<file path="src/rtl/ps2_button_mapper.sv">
// -----------------------------------------------------------------------------
// ps2_button_mapper
//
// Turns the hps_io ps2_key event bus into NUM_BTN held-button bits. Each
// button is matched against a run-time loadable table entry. Joystick bits
// are OR-merged in, and buttons selected by PULSE_MASK (coin/start) are held
// high for at least PULSE_CYCLES+1 cycles after any rising edge.
//
// Ports
//   clk_sys    in   1        system clock, rising edge
//   reset_n    in   1        asynchronous active-low reset
//   ps2_key    in   11       [10] toggle, [9] pressed, [8:0] code ([8] = E0)
//   joy        in   NUM_BTN  joystick bits, active high, aligned to buttons
//   cfg_wr     in   1        one-cycle table write strobe
//   cfg_idx    in   5        entry to write (>= NUM_BTN ignored)
//   cfg_entry  in   11       [10] valid, [9] ignore-extended, [8:0] code
//   clear      in   1        synchronous release of all keyboard-held buttons
//   btn_out    out  NUM_BTN  registered merged button vector
//   key_hit    out  1        pulse: last key event matched at least one entry
// -----------------------------------------------------------------------------
module ps2_button_mapper #(
    parameter int          NUM_BTN      = 16,
    parameter logic [31:0] PULSE_MASK   = 32'h0,
    parameter logic [15:0] PULSE_CYCLES = 16'd1200,
    parameter int          CNT_W        = 16
) (
    input  logic               clk_sys,
    input  logic               reset_n,
    input  logic [10:0]        ps2_key,
    input  logic [NUM_BTN-1:0] joy,
    input  logic               cfg_wr,
    input  logic [4:0]         cfg_idx,
    input  logic [10:0]        cfg_entry,
    input  logic               clear,
    output logic [NUM_BTN-1:0] btn_out,
    output logic               key_hit
);

    logic               tog_q;
    logic               key_event;
    logic [NUM_BTN-1:0] key_state;
    logic [NUM_BTN-1:0] hit;
    logic [NUM_BTN-1:0] m;
    logic [NUM_BTN-1:0] s;

    logic [NUM_BTN-1:0] tbl_valid;
    logic [NUM_BTN-1:0] tbl_wild;
    logic [8:0]         tbl_code [NUM_BTN];

    // hps_io flips bit 10 once per key event; the other bits are only
    // meaningful on that flip.
    assign key_event = ps2_key[10] ^ tog_q;

    always_comb begin
        hit = '0;
        for (int i = 0; i < NUM_BTN; i++) begin
            hit[i] = tbl_valid[i]
                   & (tbl_code[i][7:0] == ps2_key[7:0])
                   & (tbl_wild[i] | (tbl_code[i][8] == ps2_key[8]));
        end
    end

    // Table write. The match above reads the pre-write contents, so a
    // write colliding with an event sees the old entry.
    always_ff @(posedge clk_sys or negedge reset_n) begin
        if (!reset_n) begin
            tbl_valid <= '0;
            tbl_wild  <= '0;
            for (int i = 0; i < NUM_BTN; i++) begin
                tbl_code[i] <= '0;
            end
        end else begin
            for (int i = 0; i < NUM_BTN; i++) begin
                if (cfg_wr && (cfg_idx == 5'(i))) begin
                    tbl_valid[i] <= cfg_entry[10];
                    tbl_wild[i]  <= cfg_entry[9];
                    tbl_code[i]  <= cfg_entry[8:0];
                end
            end
        end
    end

    always_ff @(posedge clk_sys or negedge reset_n) begin
        if (!reset_n) begin
            tog_q     <= 1'b0;
            key_state <= '0;
            key_hit   <= 1'b0;
        end else begin
            tog_q   <= ps2_key[10];
            key_hit <= key_event & (|hit);
            if (clear) begin
                key_state <= '0;
            end else if (key_event) begin
                for (int i = 0; i < NUM_BTN; i++) begin
                    if (hit[i]) begin
                        key_state[i] <= ps2_key[9];
                    end
                end
            end
        end
    end

    assign m = key_state | joy;

    for (genvar g = 0; g < NUM_BTN; g++) begin : g_btn
        if (PULSE_MASK[g]) begin : g_stretch
            logic             m_q;
            logic [CNT_W-1:0] cnt;

            // Retrigger reloads; otherwise count down and stick at zero.
            always_ff @(posedge clk_sys or negedge reset_n) begin
                if (!reset_n) begin
                    m_q <= 1'b0;
                    cnt <= '0;
                end else begin
                    m_q <= m[g];
                    if (m[g] && !m_q) begin
                        cnt <= CNT_W'(PULSE_CYCLES);
                    end else if (cnt != '0) begin
                        cnt <= cnt - CNT_W'(1);
                    end
                end
            end

            assign s[g] = m[g] | (cnt != '0);
        end else begin : g_plain
            assign s[g] = m[g];
        end
    end

    always_ff @(posedge clk_sys or negedge reset_n) begin
        if (!reset_n) begin
            btn_out <= '0;
        end else begin
            btn_out <= s;
        end
    end

endmodule

</file>
<file path="config.mk">
export PLATFORM = sky130hd
export DESIGN_NAME = ps2_button_mapper
export DESIGN_NICKNAME = d
export VERILOG_FILES = /design/src/rtl/ps2_button_mapper.sv
export SDC_FILE = /design/constraint.sdc
export NUM_CORES = 1
export LEC_CHECK = 0
export BUFFER_PORTS_ARGS = -buffer_cell sky130_fd_sc_hd__buf_2
export CORE_ASPECT_RATIO = 1.1
export CORE_MARGIN = 2
export CORE_UTILIZATION = 36
export CTS_CLUSTER_DIAMETER = 50
export DETAILED_ROUTE_END_ITERATION = 12
export SLEW_MARGIN = 15
export SYNTH_ARGS = -nofsm -noshare
export SYNTH_HDL_FRONTEND = slang
export SYNTH_SLANG_ARGS = --single-unit
</file>
<file path="constraint.sdc">
create_clock -name clk_sys -period 3.6 [get_ports clk_sys]
set_input_delay 0.54 -clock clk_sys [delete_from_list [all_inputs] [get_ports clk_sys]]
set_output_delay 0.54 -clock clk_sys [all_outputs]
set_load 0.005 [all_outputs]
</file>
## After elaboration in Yosys (flattened, before gate mapping)

Index checks and enable logic that the tools add are counted.

- Register bits: 210
- Input bits: 47
- Output and inout bits: 17
- Logic and storage cells: 234

- Equal/unequal tests: 47
- Mux-type cells: 18
- Bitwise gates (word level): 51
- Reductions and logical operators: 51

Operator list:

| cell | count |
|---|---|
| == test 8 bit | 16 |
| == test 5 x 4 -> 1 bit (second input constant) | 8 |
| nonzero test 2 bit | 17 |
| AND 1 bit | 33 |
| 2-to-1 mux 16 bit | 2 |
| AND reduction 2 bit | 16 |
| == test 5 x 3 -> 1 bit (second input constant) | 4 |
| == test 1 bit | 16 |
| logical AND 1 bit | 16 |
| 2-to-1 mux 1 bit | 16 |
| bitwise OR 1 bit | 16 |
| bitwise OR 16 bit | 1 |
| OR reduction 16 bit | 1 |
| == test 5 x 2 -> 1 bit (second input constant) | 2 |
| == test 5 x 1 -> 1 bit (second input constant) | 1 |
| zero test 5 bit | 1 |
| XOR 1 bit | 1 |

## Logic depth before layout (Yosys ltp)

Gate-level depths: netlist (run 1).

- Depth after elaboration: 6
- Mapped depth: 7
- Mapped depth without buffers: 5

## Worst setup path before layout (run 1)

OpenSTA, ideal clock, no wires.

- Path kind: input to register
- From: input cfg_idx[4]
- To: register tbl_code[19] (netlist bit)
- Data arrival time: 1637 ps
- Slack: 1838 ps
- Stages on the path: 5
- Cell sequence: nand2b_1 nor3b_2 and3_1 buf_4 mux2_2

- Cells in the longest elaborated chain, start to end: 2

Ends and longest elaborated chain:

| element | RTL line | RTL |
|---|---|---|
| from (decl) | 32 | `input logic [4:0] cfg_idx,` |
| == test 5 x 4 -> 1 bit | 74 | `if (cfg_wr && (cfg_idx == 5'(i))) begin` |
| logical AND 1 bit | 74 |  |
| to (signal, indexed assignment) | 77 | `tbl_code[i] <= cfg_entry[8:0];` |
| to (decl) | 48 | `logic [8:0] tbl_code [NUM_BTN];` |

No other way between the ends.
A chain may end at the register's enable or synchronous reset.

## Worst setup path after layout (run 1)

- From: input ps2_key[4]
- To: register key_hit

- Cells in the longest elaborated chain, start to end: 5
- Elaborated cells between the ends (all ways): 50
- Those cells by class: eq/ne (16); bitwise (33); reduce/logical (1)

Ends and longest elaborated chain:

| element | RTL line | RTL |
|---|---|---|
| from (decl) | 29 | `input logic [10:0] ps2_key,` |
| == test 8 bit | 58 | `& (tbl_code[i][7:0] == ps2_key[7:0])` |
| AND 1 bit | 58 |  |
| AND 1 bit | 59 | `& (tbl_wild[i] \| (tbl_code[i][8] == ps2_key[8]));` |
| OR reduction 16 bit (*) | 90 | `key_hit <= key_event & (\|hit);` |
| AND 1 bit (*) | 90 |  |
| to (signal assigned) | 90 |  |
| to (decl) | 36 | `output logic key_hit` |

Every way passes the cells marked *; elsewhere a longest branch is shown, timed or not.

==> results.md, run 1 <==
- Post-DR wirelength/cell: 21.5 um
- Maximum net fanout on the critical path: 13
- Starting density of the core: 0.368
- TritonRoute pass-1 iters: 4
- Worst EP required: 3.98 ns
- Row Count: 63
- Inserted Diodes: 0
- Number of global-route vias before repair: 6195
- Initial antenna violation count: 2
- Total number of vias: 5833
- First-pass GRT wire length: 39500 um
- Gr usage total: 0.181
- Final setup margin: 1.51 ns
- Total negative slack: 0 ns
- Post-cts resize count: 0
- Leak: 4.82 nW
- Wire length on met3: 1320 um
- Hpwl dp: 16000 um
- Die area: 0.0291 mm^2
- Critical-path cell list: buf_2 -> buf_4 -> xnor2_1 -> nand4_1 -> nor3_1 -> nor4_1 -> a41oi_1
- M1 wire length: 11300 um
- Worst Hold Class: in2async
- Port bufs: 63
- Clock transition at path regs: 0.06 ns
- RSZ-0062 raised after global routing: false
- WP data arrival: 2.46 ns
- Drt via density: 4.97
- Area Overhead vs Synth: 15.4%
- Async set-reset flop share out of synthesis: 1.00
- Top FF cell, synth: dfrtp_1
- Top-area cell type share of the netlist area: 0.527
- Number of flops mapped to enable cells by yosys: 0
- Top Metal Used: met5
- Final min period: 2.09 ns
- Mean Syn Cell Area: 13.5 um^2
- Pin count of the biggest net entering global routing: 107
- Core Area: 0.0271 mm^2
- Mapped Nets: 787
- GRT overflow: 0
- Inst Count DP: 1124
- Synth Register Bits: 210
- Fin crit share: 0.580
- # IOs: 64
- Antenna Violating Nets Remaining: 0
- Type of origin of the critical path: input pin
- Register area share after synthesis: 0.527
- CTS Sinks: 210
- Ranking of synthesized cells by area: dfrtp_1, mux2_2, xnor2_1, mux2_1, nor4_2
- Worst-skew pair later-pin latency: 0.54 ns
- Post-CTS setup buffer count: 0
- Synth cell types: 27
- # H-tree levels: 1
- Crit path kind: in2reg
- Die width: 163 um
- RD Place Congestion: 0.780
- Clk_skew: 0.0113 ns
- Clock Path Buffers: 3
- Fillers: 2538
- Critical Path Sink Type: register
- DR iter-0 viols: 387
- TritonCTS clock tree: built
- # hold bufs at CTS: 0
- Die Y: 179 um
- Met2 wire length: 12300 um
- Num CTS Buffers: 27
- Final hold vios: 0
- Peak supply drop: 0.295 mV
- Pins over their slew limit: 0
- DRC violations left: 0
- Cell taking the most area after synthesis: dfrtp_1
- Max-slew headroom: 0.328
- Max-Cap Viols: 0
- Outcome: completed
- Post-Syn Instances: 740
- Count of yosys warnings during synthesis: 0
- Total wire length: 25200 um
- Total Nets Final: 843
- Worst R2R Setup Slack: 1.54 ns
- Root Driver: clkbuf_16
- Slowest CP cell: nor4_1
- Place WS: 0.949 ns
- Fmax: 479 MHz
- Final Setup Violations: 0
- Worst path max stage delay: 0.67 ns
- Slew @ Worst Pin: 1.01 ns
- P per Cell Area: 615 mW/mm^2
- Post-Syn Area: 0.00997 mm^2
- Fin cells: 1174
- Share of cells above drive strength 1: 0.372
where the power goes:
| part | leakage [nW] | internal [mW] | switching [mW] |
|---|---|---|---|
| clock network | 0.482 | 1.94 | 1.06 |
| logic | 1.65 | 0.588 | 0.467 |
| registers | 2.69 | 2.76 | 0.263 |
| total | 4.82 | 5.28 | 1.79 |
layout make-up:
| class | count | area (um^2) | area share |
|---|---|---|---|
| clock inverters | 14 | 245 | 0.0213 |
| multi-input cells | 481 | 4360 | 0.379 |
| flip-flops and latches | 210 | 5260 | 0.457 |
| clock buffers | 36 | 769 | 0.0669 |
| repair buffers | 76 | 435 | 0.0378 |
| well taps | 357 | 447 | 0.0388 |
worst max-delay path, delay by kind of cell:
family / cells / cell delay [ns]
compound gates: 1 / 0.21
simple gates: 3 / 0.88
buf+inv: 2 / 0.74
xor+xnor: 1 / 0.08
per-stage QoR:
step                       util  area [um^2]  total power [mW]  hold slack (ns)
final                     0.424        11500              7.07           0.0738
after global routing      0.424        11500              7.41            0.133
after CTS                 0.424        11500              7.15            0.111
after detailed placement  0.387        10500              4.13            0.451
after global placement    0.387        10500              4.11            0.452
after floorplan               -         9970              3.83            0.244
final timing paths:
check / from / endpoint / depth (start not counted)
setup / recovery: ps2_key[4] / key_hit$_DFF_PN0_ / 7
hold / removal: reset_n / btn_out[1]$_DFF_PN0_ / 1
setup reg to reg: tog_q$_DFF_PN0_ / key_state[11]$_DFFE_PN0P_ / 5
hold reg to reg: key_state[11]$_DFFE_PN0P_ / btn_out[11]$_DFF_PN0_ / 1
max in group asynchronous: reset_n / tbl_code[66]$_DFFE_PN0P_ / 2
min in group clk_sys: ps2_key[10] / tog_q$_DFF_PN0_ / 1
synth_stat cells, types with 4 or more instances:
| cell type | count |
|---|---|
| buf_2 | 15 |
| buf_6 | 15 |
| buf_8 | 4 |
| clkbuf_1 | 12 |
| dfrtp_1 | 210 |
| mux2_1 | 34 |
| mux2_2 | 142 |
| mux2i_1 | 16 |
| nand2_1 | 11 |
| nand3_1 | 17 |
| nand4_1 | 17 |
| nor2_1 | 19 |
| nor2b_1 | 5 |
| nor3_1 | 17 |
| nor4_1 | 6 |
| nor4_2 | 15 |
| o211ai_1 | 11 |
| o211ai_2 | 5 |
| or2_2 | 16 |
| xnor2_1 | 144 |
logic make-up after synthesis:
family	count (synthesis)	share of synthesized area
AOI/OAI and AO/OA	17	0.0154
DFF	210	0.527
buffers and inverters	49	0.0369
xor gates and xnor gates	145	0.128
muxes	192	0.215
and+or+nand+nor	127	0.0779
sequential cells by signal, indices dropped and copies added (netlist names):
register and cells:
tog_q 1, tbl_code 144, tbl_valid 16, key_hit 1, tbl_wild 16, btn_out 16, key_state 16
layout by cell type, fill, tap and decap left out, types with 11 or more instances in the layout:
cell / Yosys / layout
buf_4: 2 / 12
nor3_1: 17 / 17
mux2_2: 142 / 142
mux2_1: 34 / 34
o211ai_1: 11 / 11
dfrtp_1: 210 / 210
clkbuf_16: 0 / 27
xnor2_1: 144 / 144
buf_2: 15 / 62
mux2i_1: 16 / 16
nand2_1: 11 / 11
nor4_2: 15 / 16
or2_2: 16 / 16
nand3_1: 17 / 17
nand4_1: 17 / 17
nor2_1: 19 / 19
layer usage:
layer,global-route usage,up-vias
met4,0.0409,2
met1,0.244,2983
met5,0,-
li1,-,2690
met2,0.310,124
met3,0.0256,34
Power figures use the tool's default switching activity.
==> run 2: changes to the inputs <==
==> constraint.sdc (replaced) <==
create_clock -name clk_sys -period 2.1 [get_ports clk_sys]
set_input_delay 0.315 -clock clk_sys [delete_from_list [all_inputs] [get_ports clk_sys]]
set_output_delay 0.315 -clock clk_sys [all_outputs]
set_load 0.005 [all_outputs]
==> results.md, run 2 (same netlist as run 1, synthesis figures left out) <==
- Outcome: completed
- Clock transition at path regs: 0.06 ns
- Max-Cap Viols: 0
- Worst-skew pair later-pin latency: 0.52 ns
- Worst EP required: 2.50 ns
- CTS Sinks: 210
- Final Setup Violations: 0
- Top cell family by delay on the critical path: buffers and inverters
- WP data arrival: 2.19 ns
- Starting density of the core: 0.368
- Final min period: 1.79 ns
- Total wire length: 25200 um
- TritonCTS clock tree: built
- Max-slew headroom: 0.605
- Post-DR wirelength/cell: 20.5 um
- Slowest CP cell: nor4_2
- Critical-path cell list: dlygate4sd3_1 -> buf_2 -> xnor2_2 -> buf_12 -> nor4_2 -> mux2i_1 -> nor2_1
- Type of origin of the critical path: input pin
- First-pass GRT wire length: 38400 um
- Slew @ Worst Pin: 0.588 ns
- Worst R2R Setup Slack: 0.36 ns
- Final hold vios: 0
- Root Driver: clkbuf_16
- FF-to-FF Start: tog_q$_DFF_PN0_
- Final Util: 0.446
- Gr usage total: 0.178
- Crit path kind: in2reg
- Antenna Violating Nets Remaining: 0
- # hold bufs at CTS: 18
- Num CTS Buffers: 26
- Hold endpoint: key_state[14]$_DFFE_PN0P_
- Buffer and inverter count on the worst path: 3
- Port bufs: 63
- Share of cells above drive strength 1: 0.387
- Worst path max stage delay: 0.58 ns
- Maximum net fanout on the critical path: 17
- Hpwl dp: 16400 um
- Most frequent cells in the layout: dfrtp_1, xnor2_1, mux2_2
- # IOs: 64
- Power Total: 11.8 mW
- Worst r2r path cells: 5
- Die width: 163 um
- TritonRoute pass-1 iters: 6
- Pin count of the biggest net entering global routing: 67
- Post-CTS setup buffer count: 0
- Worst Hold Class: in2reg
- RD Place Congestion: 0.780
- RSZ-0062 raised after global routing: false
- Total number of vias: 6076
- Core Area: 0.0271 mm^2
- Die area: 0.0291 mm^2
- Worst hold stages: 2
- Critical Path Sink Type: register
- DR iter-0 viols: 278
- Fmax: 558 MHz
- Peak supply drop: 0.529 mV
- Initial antenna violation count: 1
- Drt via density: 4.93
- Clk_skew: 0.0104 ns
- Number of global-route vias before repair: 6272
- GRT overflow: 0
- Fin crit share: 0.853
- Min-delay src: clear
- Commonest non-fill, non-tap cell in the layout: dfrtp_1
- Post-cts resize count: 0
- Clock Path Buffers: 3
- Leak: 5.12 nW
- Max reg flops: 144
- Pins over their slew limit: 0
- # H-tree levels: 1
- P per Cell Area: 975 mW/mm^2
- Total negative slack: 0 ns
- Die Y: 179 um
- DRC violations left: 0
- Worst R2R End: key_state[4]$_DFFE_PN0P_
- Total Nets Final: 904
- Row Count: 63
- Inserted Diodes: 0
- Area Overhead vs Synth: 21.2%
- Most flop-heavy register: tbl_code
run 2: changes by cell type in the layout (fill, tap and decap cells not counted):
| cell | before | now |
|---|---|---|
| buf_12 | 1 | 15 |
| buf_4 | 12 | 42 |
| bufinv_16 | 6 | 5 |
| clkbuf_1 | 3 | 9 |
| clkbuf_8 | 6 | 1 |
| clkinv_2 | 0 | 2 |
| clkinv_4 | 2 | 0 |
| clkinvlp_4 | 4 | 2 |
| dlygate4sd3_1 | 0 | 18 |
| inv_6 | 2 | 1 |
run 2: power breakdown:
part / total, mW / leakage [nW] / switching [mW] / internal [mW]
logic: 1.92 / 2.00 / 0.814 / 1.10
registers: 5.16 / 2.69 / 0.431 / 4.73
clock network: 4.71 / 0.434 / 1.70 / 3.01
run 2: stage by stage:
step	area, um^2	worst slack, ns	cells	hold slack [ns]
6_report	12100	0.309	1233	0.172
5_1_grt	12100	0.295	1233	0.186
4_1_cts	12100	0.335	1233	0.172
3_5_place_dp	11000	0.0523	1168	0.316
3_3_place_gp	11000	0.0458	1168	0.313
2_1_floorplan	9970	0.563	740	0.0194
run 2: cell type report:
cell class	instances	area, um^2
fillers	2527	15000
flip-flops and latches	210	5260
multi-input cells	481	4360
repair buffers	138	1120
clock buffers	37	723
well taps	357	447
clock inverters	10	184
run 2: worst max path at each step:
stage	endpoint	startpoint	slack [ns]	cells after the start
after floorplan	tbl_code[19]$_DFFE_PN0P_	cfg_idx[4]	0.56	5
after global placement	key_hit$_DFF_PN0_	ps2_key[8]	0.05	8
after detailed placement	key_state[14]$_DFFE_PN0P_	ps2_key[8]	0.05	8
after CTS	key_state[4]$_DFFE_PN0P_	ps2_key[10]	0.33	7
after global routing	key_state[4]$_DFFE_PN0P_	ps2_key[10]	0.30	7
final	key_state[4]$_DFFE_PN0P_	ps2_key[10]	0.31	7
run 2: worst register-to-register path: stages, from the launching register on:
cell and delay, ns:
dfrtp_1 0.39, xnor2_2 0.16, buf_12 0.18, nor4_2 0.59
mux2i_1 0.25, nor2_1 0.05
run 2: routing by layer:
layer  routed length [um]  GRT usage  up-vias
met5                   11          0        -
met1                11600      0.240     3144
li1                     -          -     2807
met2                12500      0.311       90
met4                  320     0.0354        2
met3                  869     0.0205       33
==> run 3: changes to the inputs <==
--- a/config.mk
+++ b/config.mk
@@ -8,7 +8,7 @@
 export BUFFER_PORTS_ARGS = -buffer_cell sky130_fd_sc_hd__buf_2
 export CORE_ASPECT_RATIO = 1.1
 export CORE_MARGIN = 2
-export CORE_UTILIZATION = 36
+export CORE_UTILIZATION = 25
 export CTS_CLUSTER_DIAMETER = 50
 export DETAILED_ROUTE_END_ITERATION = 12
 export SLEW_MARGIN = 15
==> results.md, run 3 (same netlist as run 1, synthesis figures left out) <==
- Final min period: 1.76 ns
- Seq pwr share: 0.460
- Final Setup Violations: 0
- Die Y: 213 um
- # IOs: 64
- Most frequent cells in the layout: dfrtp_1, xnor2_1, mux2_2
- Gr usage total: 0.124
- Clock power frac: 0.372
- Total negative slack: 0 ns
- Clock transition at path regs: 0.06 ns
- Wire length on met3: 893 um
- Commonest non-fill, non-tap cell in the layout: dfrtp_1
- Pins over their slew limit: 0
- Root Driver: clkbuf_16
- Area Overhead vs Synth: 21.2%
- Critical-path cell list: dlygate4sd3_1 -> buf_2 -> xnor2_2 -> buf_12 -> nor4_2 -> mux2i_1 -> nor2_1
- GRT overflow: 0
- Post-CTS setup buffer count: 0
- Switch share: 0.255
- Worst-skew pair later-pin latency: 0.51 ns
- Crit path kind: in2reg
- Total number of vias: 5991
- Drt via density: 4.37
- Row Count: 76
- Core Area: 0.0393 mm^2
- Max-Cap Viols: 0
- Switching pwr: 2.86 mW
- Num CTS Buffers: 25
- RSZ-0062 raised after global routing: false
- Final hold vios: 0
- Fillers: 3937
- Number of global-route vias before repair: 6203
- Buffer and inverter count on the worst path: 3
- Post-DR wirelength/cell: 18.3 um
- Area of the multi-input gates: 0.00436 mm^2
- Fmax: 567 MHz
- Die width: 194 um
- Slew @ Worst Pin: 0.597 ns
- Register area: 0.00526 mm^2
- Inst Count DP: 1308
- Most flop-heavy register: tbl_code
- RD Place Congestion: 0.735
- Worst path max stage delay: 0.53 ns
- Worst Hold Class: in2reg
- Clk_skew: 0.00686 ns
- CTS Sinks: 210
- Max reg flops: 144
- Slowest CP cell: dlygate4sd3_1
- Met2 wire length: 12200 um
- Peak supply drop: 0.442 mV
- Worst EP required: 2.48 ns
- DRC violations left: 2
- Pin count of the biggest net entering global routing: 69
- P per Cell Area: 927 mW/mm^2
- Antenna Violating Nets Remaining: 0
- Starting density of the core: 0.254
- Logic gate share of total power: 0.169
- Outcome: finished with violations
- Total wire length: 25100 um
- Clock Path Buffers: 3
- TritonRoute pass-1 iters: 10
- Internal Pwr Total: 8.35 mW
- Die area: 0.0415 mm^2
- Inserted Diodes: 0
- Type of origin of the critical path: input pin
- Hold Slack: 0.186 ns
- Failing checks: DRC
- # H-tree levels: 1
- Share of cells above drive strength 1: 0.378
- Critical Path Sink Type: register
- Hpwl dp: 15800 um
- Leak: 5.03 nW
- TritonCTS clock tree: built
- First-pass GRT wire length: 38900 um
- Fin crit share: 0.840
- Top cell family by delay on the critical path: buffers and inverters
- DR iter-0 viols: 277
- Maximum net fanout on the critical path: 17
- Port bufs: 63
- Fin cells: 1371
- WP data arrival: 2.14 ns
- Top Metal Used: met4
- Total Nets Final: 893
- Max-slew headroom: 0.602
- Initial antenna violation count: 0
- M1 wire length: 11500 um
==> run 3: layout make-up <==
class	instances	area share
Timing Repair Buffer	128	0.0865
Sequential cell	210	0.435
Clock buffer	40	0.0614
Clock inverter	5	0.00466
Multi-Input combinational cell	481	0.360
Tap cell	507	0.0525
==> run 3: final timing paths <==
check / startpoint / end / slack, ns / cells after the start
min reg2reg: key_state[7]$_DFFE_PN0P_ / btn_out[7]$_DFF_PN0_ / 0.47 / 1
max reg2reg: tbl_code[8]$_DFFE_PN0P_ / key_hit$_DFF_PN0_ / 0.38 / 6
min in group asynchronous: reset_n / tbl_code[0]$_DFFE_PN0P_ / 0.35 / 2
max in group asynchronous: reset_n / tbl_code[126]$_DFFE_PN0P_ / 1.07 / 3
max: ps2_key[10] / key_state[11]$_DFFE_PN0P_ / 0.34 / 7
min: clear / key_state[9]$_DFFE_PN0P_ / 0.19 / 2
==> run 3: per-stage QoR <==
step	setup WS [ns]	total power [mW]	util	area, um^2
floorplan	0.563	6.56	-	9970
global placement	-0.0236	7.06	0.283	11100
detailed placement	-0.0946	7.12	0.283	11100
CTS	0.367	11.4	0.308	12100
global route	0.232	11.8	0.308	12100
finish	0.336	11.2	0.308	12100
==> run 3: power groups by stage <==
stage	Clock [mW]	Combinational, mW	Sequential, mW
final	4.17	1.89	5.15
after global routing	4.48	2.08	5.24
after CTS	4.27	1.93	5.15
after detailed placement	0	1.90	5.22
after global placement	0	1.86	5.20
after floorplan	0	1.43	5.13
==> run 3: metal layers <==
layer / GRT usage / up-vias
met5: 0 / -
met4: 0.0308 / 0
met3: 0.0162 / 28
met2: 0.216 / 105
met1: 0.164 / 3073
li1: - / 2785
==> run 3: timing repair <==
action	4_1_cts	5_1_grt
hold buffers	18	0
hold endpoints to repair	81	0
resized for setup	0	0
